`src/rtl/regfile_wb_arb.sv`:
```
// regfile_wb_arb
//   Arbitrates two writeback requesters (execute, load unit) onto the single
//   register-file write port. Load normally wins a contest; execute wins once
//   after losing STARVE_LIMIT consecutive contests. The granted payload is
//   registered, so it appears on the write port one cycle after the handshake.
//
// Ports
//   clk, rst_n                      clock, synchronous active-low reset
//   ex_valid/ex_ready/ex_pc/ex_rd/ex_data   execute writeback request
//   ld_valid/ld_ready/ld_pc/ld_rd/ld_data   load-unit writeback request
//   wr_en/wr_rd/wr_data/wr_pc       registered regfile write port (also debug monitor)
//   conflict_cnt                    saturating count of cycles with both valid

module regfile_wb_arb #(
    parameter int STARVE_LIMIT = 3,
    parameter int CNT_W        = 16
) (
    input  logic             clk,
    input  logic             rst_n,

    input  logic             ex_valid,
    output logic             ex_ready,
    input  logic [63:0]      ex_pc,
    input  logic [4:0]       ex_rd,
    input  logic [63:0]      ex_data,

    input  logic             ld_valid,
    output logic             ld_ready,
    input  logic [63:0]      ld_pc,
    input  logic [4:0]       ld_rd,
    input  logic [63:0]      ld_data,

    output logic             wr_en,
    output logic [4:0]       wr_rd,
    output logic [63:0]      wr_data,
    output logic [63:0]      wr_pc,

    output logic [CNT_W-1:0] conflict_cnt
);

    // Counter must hold values 0..STARVE_LIMIT.
    localparam int SW = (STARVE_LIMIT < 1) ? 1 : $clog2(STARVE_LIMIT + 1);

    logic [SW-1:0] starve_cnt;
    logic          contest;
    logic          ex_turn;
    logic          grant_ex;
    logic          grant_ld;

    assign contest = ex_valid & ld_valid;
    assign ex_turn = (starve_cnt == SW'(STARVE_LIMIT));

    // Readys are gated by rst_n so nothing transfers during a reset cycle.
    always_comb begin
        grant_ex = 1'b0;
        grant_ld = 1'b0;
        if (rst_n) begin
            if (contest) begin
                grant_ex = ex_turn;
                grant_ld = ~ex_turn;
            end else begin
                grant_ex = ex_valid;
                grant_ld = ld_valid;
            end
        end
    end

    assign ex_ready = grant_ex;
    assign ld_ready = grant_ld;

    always_ff @(posedge clk) begin
        if (!rst_n) begin
            starve_cnt   <= '0;
            conflict_cnt <= '0;
            wr_en        <= 1'b0;
            wr_rd        <= '0;
            wr_data      <= '0;
            wr_pc        <= '0;
        end else begin
            // Streak counts only contests that execute lost.
            if (contest && grant_ld)
                starve_cnt <= starve_cnt + SW'(1);
            else
                starve_cnt <= '0;

            if (contest && (conflict_cnt != {CNT_W{1'b1}}))
                conflict_cnt <= conflict_cnt + CNT_W'(1);

            // rd 0 still completes the handshake and updates the fields,
            // but never raises the write enable.
            if (grant_ld) begin
                wr_en   <= (ld_rd != 5'd0);
                wr_rd   <= ld_rd;
                wr_data <= ld_data;
                wr_pc   <= ld_pc;
            end else if (grant_ex) begin
                wr_en   <= (ex_rd != 5'd0);
                wr_rd   <= ex_rd;
                wr_data <= ex_data;
                wr_pc   <= ex_pc;
            end else begin
                wr_en   <= 1'b0;
            end
        end
    end

endmodule
```
`config.mk`:
```
export PLATFORM = sky130hd
export DESIGN_NAME = regfile_wb_arb
export DESIGN_NICKNAME = d
export VERILOG_FILES = /design/src/rtl/regfile_wb_arb.sv
export SDC_FILE = /design/constraint.sdc
export NUM_CORES = 1
export LEC_CHECK = 0
export ABC_AREA = 1
export CELL_PAD_IN_SITES_DETAIL_PLACEMENT = 1
export CELL_PAD_IN_SITES_GLOBAL_PLACEMENT = 2
export CORE_AREA = 3 3 162 164
export DETAILED_ROUTE_END_ITERATION = 6
export DIE_AREA = 0 0 165 167
export DONT_BUFFER_PORTS = 1
export GPL_TIMING_DRIVEN = 0
export HOLD_SLACK_MARGIN = 0.1
export PLACE_DENSITY = 0.76
export SYNTH_ARGS = -nofsm -noshare
export SYNTH_HDL_FRONTEND = slang
export SYNTH_SLANG_ARGS = --single-unit
```
`constraint.sdc`:
```
create_clock -name clk -period 2.71 [get_ports clk]
set_clock_uncertainty 0.05 [all_clocks]
set_input_delay 0.4065 -clock clk [delete_from_list [all_inputs] [get_ports clk]]
set_output_delay 0.4065 -clock clk [all_outputs]
set_load 0.1 [all_outputs]
```
# After elaboration in Yosys (flattened, before gate mapping)
# Cells that the tools add are included.
[classes] addsub=2 n_eq_ne=2 muxes=12 bitwise=2 n_reduce_logical=6
[op_table] operator="64-bit 2-to-1 mux" count=4
[op_table] operator="16-bit by 1-bit adder with 16-bit output, second input constant" count=1
[op_table] operator="16-bit != test, second input constant" count=1
[op_table] operator="5-bit 2-to-1 mux" count=2
[op_table] operator="5-bit nonzero test" count=2
[op_table] operator="1-bit 2-to-1 mux" count=6
[op_table] operator="2-bit by 1-bit adder with 2-bit output, second input constant" count=1
[op_table] operator="2-bit == test, second input constant" count=1
[op_table] operator="1-bit logical AND" count=2
[op_table] operator="2-bit AND reduction" count=1
[op_table] operator="2-bit nonzero test" count=1
[op_table] operator="1-bit AND" count=1
[op_table] operator="1-bit inverter" count=1
[totals] register_bits=152 input_bits=270 output_inout_bits=152

# Depth between registers and ports, before layout
# Gate-level depths: netlist (run 1).
[depth] word_depth=6 mapped_depth=10 ltp_nobuf=9

# Worst setup path before layout (run 1)
# Ideal clock, no wire load.
[synth_path] path_type="register to register" start="register conflict_cnt[1]" end="register conflict_cnt[13]" t_arrival_ps=2016 slack_ps=525 path_stages_with_launch=8 n_path_buf=1 period_less_slack_ps=2185 cell_sequence="dfxtp_1 > ha_1 > inv_1 > nor2_2 > nand4_2 > buf_2 > a21oi_1 > nor2_1"
[synth_between] elab_chain_cells=2 word_cells_on_any_way=3 classes_between="add/sub (1); eq/ne (1); reduce/logical (1)"
[synth_lines] item="start, declared" line="38" source="output logic [CNT_W-1:0] conflict_cnt"
[synth_lines] item="start signal, assigned" line="87" source="conflict_cnt <= conflict_cnt + CNT_W'(1);"
[synth_lines] item="parallel branches: the longest is 2 deep, another holds 16-bit by 1-bit adder with 16-bit output"
# Several ways; the timed one is not identified.
# A chain may end at the register's enable or synchronous reset.

# Worst setup path after layout (run 1)
[layout_path] start="register starve_cnt[0]" end="register wr_data[38]"
[layout_between] elab_chain_cells=5 word_cells_on_any_way=8 classes_between="eq/ne (1); mux (5); bitwise (1); reduce/logical (1)"
[layout_lines] item="start, declared" line="44" source="logic [SW-1:0] starve_cnt;"
[layout_lines] item="start signal, assigned" line="82" source="starve_cnt <= starve_cnt + SW'(1);"
[layout_lines] item="2-bit == test *" line="51" source="assign ex_turn = (starve_cnt == SW'(STARVE_LIMIT));"
[layout_lines] item="1-bit inverter" line="60" source="grant_ld = ~ex_turn;"
[layout_lines] item="1-bit 2-to-1 mux" line="58" source="if (contest) begin"
[layout_lines] item="1-bit 2-to-1 mux" line="57" source="if (rst_n) begin"
[layout_lines] item="64-bit 2-to-1 mux / 2-bit nonzero test (equally long branches)"
[layout_lines] item="end signal, assigned" line="94" source="wr_data <= ld_data;"
[layout_lines] item="end signal, assigned" line="99" source="wr_data <= ex_data;"
[layout_lines] item="end, declared" line="35" source="output logic [63:0] wr_data,"
# Every way passes the cells marked *; elsewhere a longest branch is shown, timed or not.

==> results of run 1 <==
[final cells by class]
| cell class | count | area (um^2) | area share |
|---|---|---|---|
| flip-flops and latches | 152 | 3040 | 0.315 |
| multi-input cells | 659 | 2930 | 0.303 |
| repair buffers | 225 | 2250 | 0.233 |
| clock buffers | 19 | 453 | 0.0468 |
| well taps | 330 | 413 | 0.0427 |
| plain buffers | 59 | 383 | 0.0396 |
| clock inverters | 13 | 125 | 0.0129 |
| inverters | 20 | 75.1 | 0.00776 |
[what timing repair did]
| item | in CTS | in global routing |
|---|---|---|
| gates resized for setup | 0 | 3 |
| endpoints found under the setup margin | 0 | 5 |
| endpoints found under the hold margin | 123 | 1 |
| hold buffers | 224 | 1 |
[worst max-delay path, stage by stage, from the launching register on]
cell and delay [ps]:
dfxtp_1 310, ha_1 210, nand2_1 80, nand3_2 120, inv_2 170, clkbuf_1 570, nand2_1 120, a31oi_1 200
dlygate4sd3_1 570
[report_power, final]
group / internal (mW) / switching [mW]
clock network: 1.27 / 1.11
registers: 2.36 / 1.02
logic: 0.378 / 0.360
[stage by stage]
stage	hold WS [ps]	area, um^2	utilization	worst slack, ps	cells
2_1_floorplan	356	6430	-	525	890
3_3_place_gp	367	6840	0.273	246	1220
3_5_place_dp	375	6840	0.273	214	1220
4_1_cts	101	9660	0.386	156	1476
5_1_grt	104	9680	0.387	48.1	1477
6_report	119	9680	0.387	250	1477
[routing by layer]
layer	GRT usage	up-vias	share of wire
met5	0	-	0
met4	0.0835	0	0.032
met3	0.0674	59	0.080
met2	0.400	331	0.51
met1	0.230	3523	0.38
li1	-	3431	-
[layout by cell type, fill, tap and decap left out, types with 2 or more instances in the layout]
cell type,instances
buf_8,8
ha_1,2
inv_1,15
inv_6,5
nor3_1,3
dlygate4sd3_1,225
nor2_2,3
clkbuf_8,2
o21ai_0,4
a31oi_1,130
nand3_1,14
inv_2,5
o22ai_1,2
nand2_1,434
inv_8,5
nand3b_1,2
buf_4,11
nor2_1,40
buf_2,18
dfxtp_1,151
nand2_2,2
clkbuf_1,20
clkbuf_4,2
clkinv_4,2
nor3b_1,2
a21oi_1,13
clkbuf_16,17
[synth_stat cells, drive strengths merged (2+ instances only)]
cell	count
a21oi	13
a31oi	130
buf	39
clkbuf	20
dfxtp	152
ha	2
inv	20
nand2	437
nand3	15
nand3b	2
nand4	2
nor2	43
nor3	3
nor3b	2
o21ai	5
o22ai	2
[kinds of logic after synthesis]
group,after synthesis
xor+xnor,1
compound gates,152
buf+inv,79
flops,152
simple gates,504
fa+ha+maj,2
[registers in the layout, indices dropped and copies added, names as in the netlist]
register	count
wr_data	64
wr_pc	64
conflict_cnt	16
wr_rd	5
starve_cnt	2
wr_en	1
[how the worst max path moves through the flow]
stage	startpoint	endpoint	slack, ps	cells after the start
6_report	starve_cnt[0]	wr_data[38]	250	8
3_5_place_dp	conflict_cnt[8]	conflict_cnt[15]	210	6
5_1_grt	starve_cnt[0]	wr_data[38]	50	8
3_3_place_gp	conflict_cnt[1]	conflict_cnt[11]	250	8
4_1_cts	starve_cnt[0]	wr_data[28]	160	8
2_1_floorplan	conflict_cnt[1]	conflict_cnt[13]	520	7
==> results_dict.tcl, run 1 <==
set metrics [dict create \
    synthSimpleGateAreaFrac 0.306 \
    synth_flop_cell "dfxtp_1" \
    max-slew-margin-rel 0.221 \
    clockRootBuffer "clkbuf_16" \
    grt_overflow_total 0 \
    clkTransAtPathRegs_ps 70 \
    drive_above_1_share 0.0741 \
    start_util 0.257 \
    drtAntennaViolNets 0 \
    wl_per_cell_um 21.3 \
    core_um2 25000 \
    drv_cap 0 \
    finalPower_mw 6.50 \
    critical_path_required_ps 3020 \
    synth_top_area_share 0.473 \
    finalCritPeriodShare 0.908 \
    p_per_area_nw_per_um2 672 \
    clock.fmax_ghz 0.407 \
    rr_worst_depth 8 \
    place_hpwl_mm 21.6 \
    pin_count 422 \
    crit-reg2reg-capture "wr_data[38]" \
    insertion_delay_ps 420 \
    post_cts_buffers 0 \
    fin_nets 1406 \
    syn_area_per_cell_um2 7.22 \
    finalCriticalPeriod_ps 2460 \
    drc 0 \
    synth_edf_count 0 \
    hold_violations 0 \
    via_per_inst 4.97 \
    dieHeight_um 167 \
    synth_compound_area_frac 0.145 \
    cts_inserted_buffers 17 \
    grt_max_degree 17 \
    grt_pass1_vias 7998 \
    fillers 3048 \
    start_kind "flop" \
    setup_viol 0 \
    routed-via-count 7344 \
    hold_path_depth 2 \
    diodes 0 \
    yosys-top-cells-area "dfxtp_1, nand2_1, a31oi_1, nor2_1, buf_8" \
    yosys_register_bits 152 \
    maxSlewViolCount 0 \
    clock_path_buffers 2 \
    rows 58 \
    leakagePower_nw 3.76 \
    synthAdderAreaFrac 0.00389 \
    place.gp.congestion 0.785 \
    cts_tree "done" \
    irDropWorstVdd_mv 0.387 \
    min_to "wr_pc[6]" \
    die-area_um2 27600 \
    portBuffers 0 \
    critPathKind "reg -> reg" \
    synth_xor_area_frac 0.00136 \
    crit_path_end_kind "flop" \
    run_status "finished, final reports clean" \
    r2r-start "starve_cnt[0]" \
    synthMuxAreaShare 0 \
    wl_mm 31.5 \
    r2r_setup_slack_ps 250 \
    synth_top_family_by_area "simple AND/OR/NAND/NOR gates" \
    drt_iter0_markers 414 \
    ys_seq_area_frac 0.473 \
    rsz0062_at_grt "no" \
    hold_class "in -> reg" \
    yosys.area.top_type "dfxtp_1" \
    synth_nets 1162 \
    critPathMaxFanout 10 \
    clock-sinks 152 \
    dr.pass1.iters 4 \
    tns_ps 0 \
    synth_cells 890 \
    worstPathArrival_ps 2770 \
    grt_pass1_wl_mm 46.1 \
    yosys_warnings 0 \
    grt_antenna_before_repair 0 \
    min_from "ex_pc[6]" \
    area_growth_pct 50.6 \
    ys_async_sr_fraction 0 \
    die_w_um 165 \
    netlist_area_um2 6430 \
    tightest_slew_ps 1170 \
    track_usage 0.218 \
    synth.distinct_cells 28 \
    ctsHtreeMaxLevel 4 \
]
No activity file was read; power rests on OpenSTA's default activity.
==> inputs of run 2 (changes only) <==
- CORE_AREA: 3 3 162 164 -> 2 2 165 167
- DIE_AREA: 0 0 165 167 -> 0 0 167 169
- PLACE_DENSITY: 0.76 -> 0.73
==> results_dict.tcl, run 2 (synthesis gave the netlist of run 1 again) <==
set metrics [dict create \
    regArea_um2 3040 \
    drc 0 \
    grt_pass1_vias 7896 \
    rows 60 \
    drive_above_1_share 0.0730 \
    hold_class "in -> reg" \
    fin_nets 1409 \
    worstPathCellList "ha_1 -> nand2_1 -> nand3_2 -> inv_2 -> clkbuf_1 -> nand2_1 -> a31oi_1 -> dlygate4sd3_1" \
    place.gp.congestion 0.790 \
    tightest_slew_ps 1180 \
    die_w_um 167 \
    finalPower_mw 6.48 \
    ctsHtreeMaxLevel 4 \
    worstPathArrival_ps 2830 \
    maxSlewViolCount 0 \
    grt_overflow_total 0 \
    grt_pass1_wl_mm 46.6 \
    place_hpwl_mm 21.4 \
    cts_inserted_buffers 17 \
    via_per_inst 4.88 \
    post_cts_buffers 0 \
    drt_iter0_markers 311 \
    core_um2 26500 \
    die-area_um2 28200 \
    pin_count 422 \
    drtAntennaViolNets 0 \
    insertion_delay_ps 420 \
    start_util 0.243 \
    final.setup.worst_slack_ps 190 \
    clock_path_buffers 2 \
    p_per_area_nw_per_um2 668 \
    track_usage 0.213 \
    wl_per_cell_um 20.6 \
    final_util 0.366 \
    max_stage_delay_ps 630 \
    critPathMaxFanout 10 \
    critPathKind "reg -> reg" \
    setup_viol 0 \
    run_status "finished, final reports clean" \
    portBuffers 0 \
    rsz0062_at_grt "no" \
    routed-via-count 7280 \
    dp.cells 1231 \
    fillers 3196 \
    area_growth_pct 50.9 \
    fin_area_um2 9700 \
    critical_path_required_ps 3020 \
    mostFrequentLayoutCell "nand2_1" \
    hold_buffers 227 \
    finalCritPeriodShare 0.930 \
    cts_tree "done" \
    grt_max_degree 17 \
    clkTransAtPathRegs_ps 70 \
    post-place-ws_ps 250 \
    crit_top_cell "nand2_1" \
    dr.pass1.iters 4 \
    placed_area_um2 6850 \
    reg_top3 "wr_data: 64 flops, wr_pc: 64 flops, conflict_cnt: 16 flops" \
    leakagePower_nw 3.76 \
    diodes 0 \
    multi_input_area_um2 2930 \
    clockRootBuffer "clkbuf_16" \
    final_cell_count_no_fill 1491 \
    tns_ps 0 \
    slowest_stage "clkbuf_1" \
    layout_common_cells "nand2_1, dlygate4sd3_1, dfxtp_1, a31oi_1, nor2_1" \
    clock.fmax_ghz 0.397 \
    finalCriticalPeriod_ps 2520 \
    fin_hold_ws_ps 119 \
    hold_violations 0 \
    irDropWorstVdd_mv 0.443 \
    clock-sinks 152 \
    grt_antenna_before_repair 0 \
    start_kind "flop" \
    dieHeight_um 169 \
    crit_path_end_kind "flop" \
    wl_mm 30.8 \
    max-slew-margin-rel 0.211 \
    drv_cap 0 \
    cts_resized 0 \
]
## run 2: cell types whose count changed in the layout (fill, tap and decap cells not counted), moves of 2 or more
| cell | change |
|---|---|
| dlygate4sd3_1 | +3 |
| buf_2 | +2 |
| clkbuf_4 | -2 |
| clkinv_4 | -2 |
| inv_6 | +2 |
## run 2: where the power goes
group | switching [mW] | internal (mW)
Clock | 1.13 | 1.24
Sequential | 1.01 | 2.36
Combinational | 0.360 | 0.381
Total | 2.50 | 3.98
## run 2: layout make-up
cell class | count | share of cell area
buffer | 59 | 0.0389
clock buffer | 18 | 0.0453
clock inverter | 14 | 0.0130
inverter | 20 | 0.00774
multi-input combinational | 659 | 0.302
sequential | 152 | 0.314
tap | 341 | 0.0440
timing repair buffer | 228 | 0.235
## run 2: final timing paths
| kind | from | to | slack, ps | depth (start not counted) |
|---|---|---|---|---|
| setup / recovery | starve_cnt[0] | wr_data[41] | 190 | 8 |
| hold / removal | ex_data[34] | wr_data[34] | 120 | 2 |
| setup reg to reg | starve_cnt[0] | wr_data[41] | 190 | 8 |
| hold reg to reg | starve_cnt[0] | starve_cnt[0] | 380 | 1 |
## run 2: layer usage
| layer | vias to the layer above | wire length (um) | GRT usage |
|---|---|---|---|
| met5 | - | 0 | 0 |
| met4 | 0 | 760 | 0.0701 |
| met3 | 40 | 2440 | 0.0697 |
| met2 | 316 | 15700 | 0.388 |
| met1 | 3491 | 11800 | 0.233 |
| li1 | 3433 | - | - |
## run 2: worst max-delay path, delay by kind of cell, from the launching register on
family,cells,cell delay [ps]
buffers and inverters,3,1350
and+or+nand+nor,3,330
DFF,1,310
adders and majority gates,1,220
AOI/OAI and AO/OA,1,200
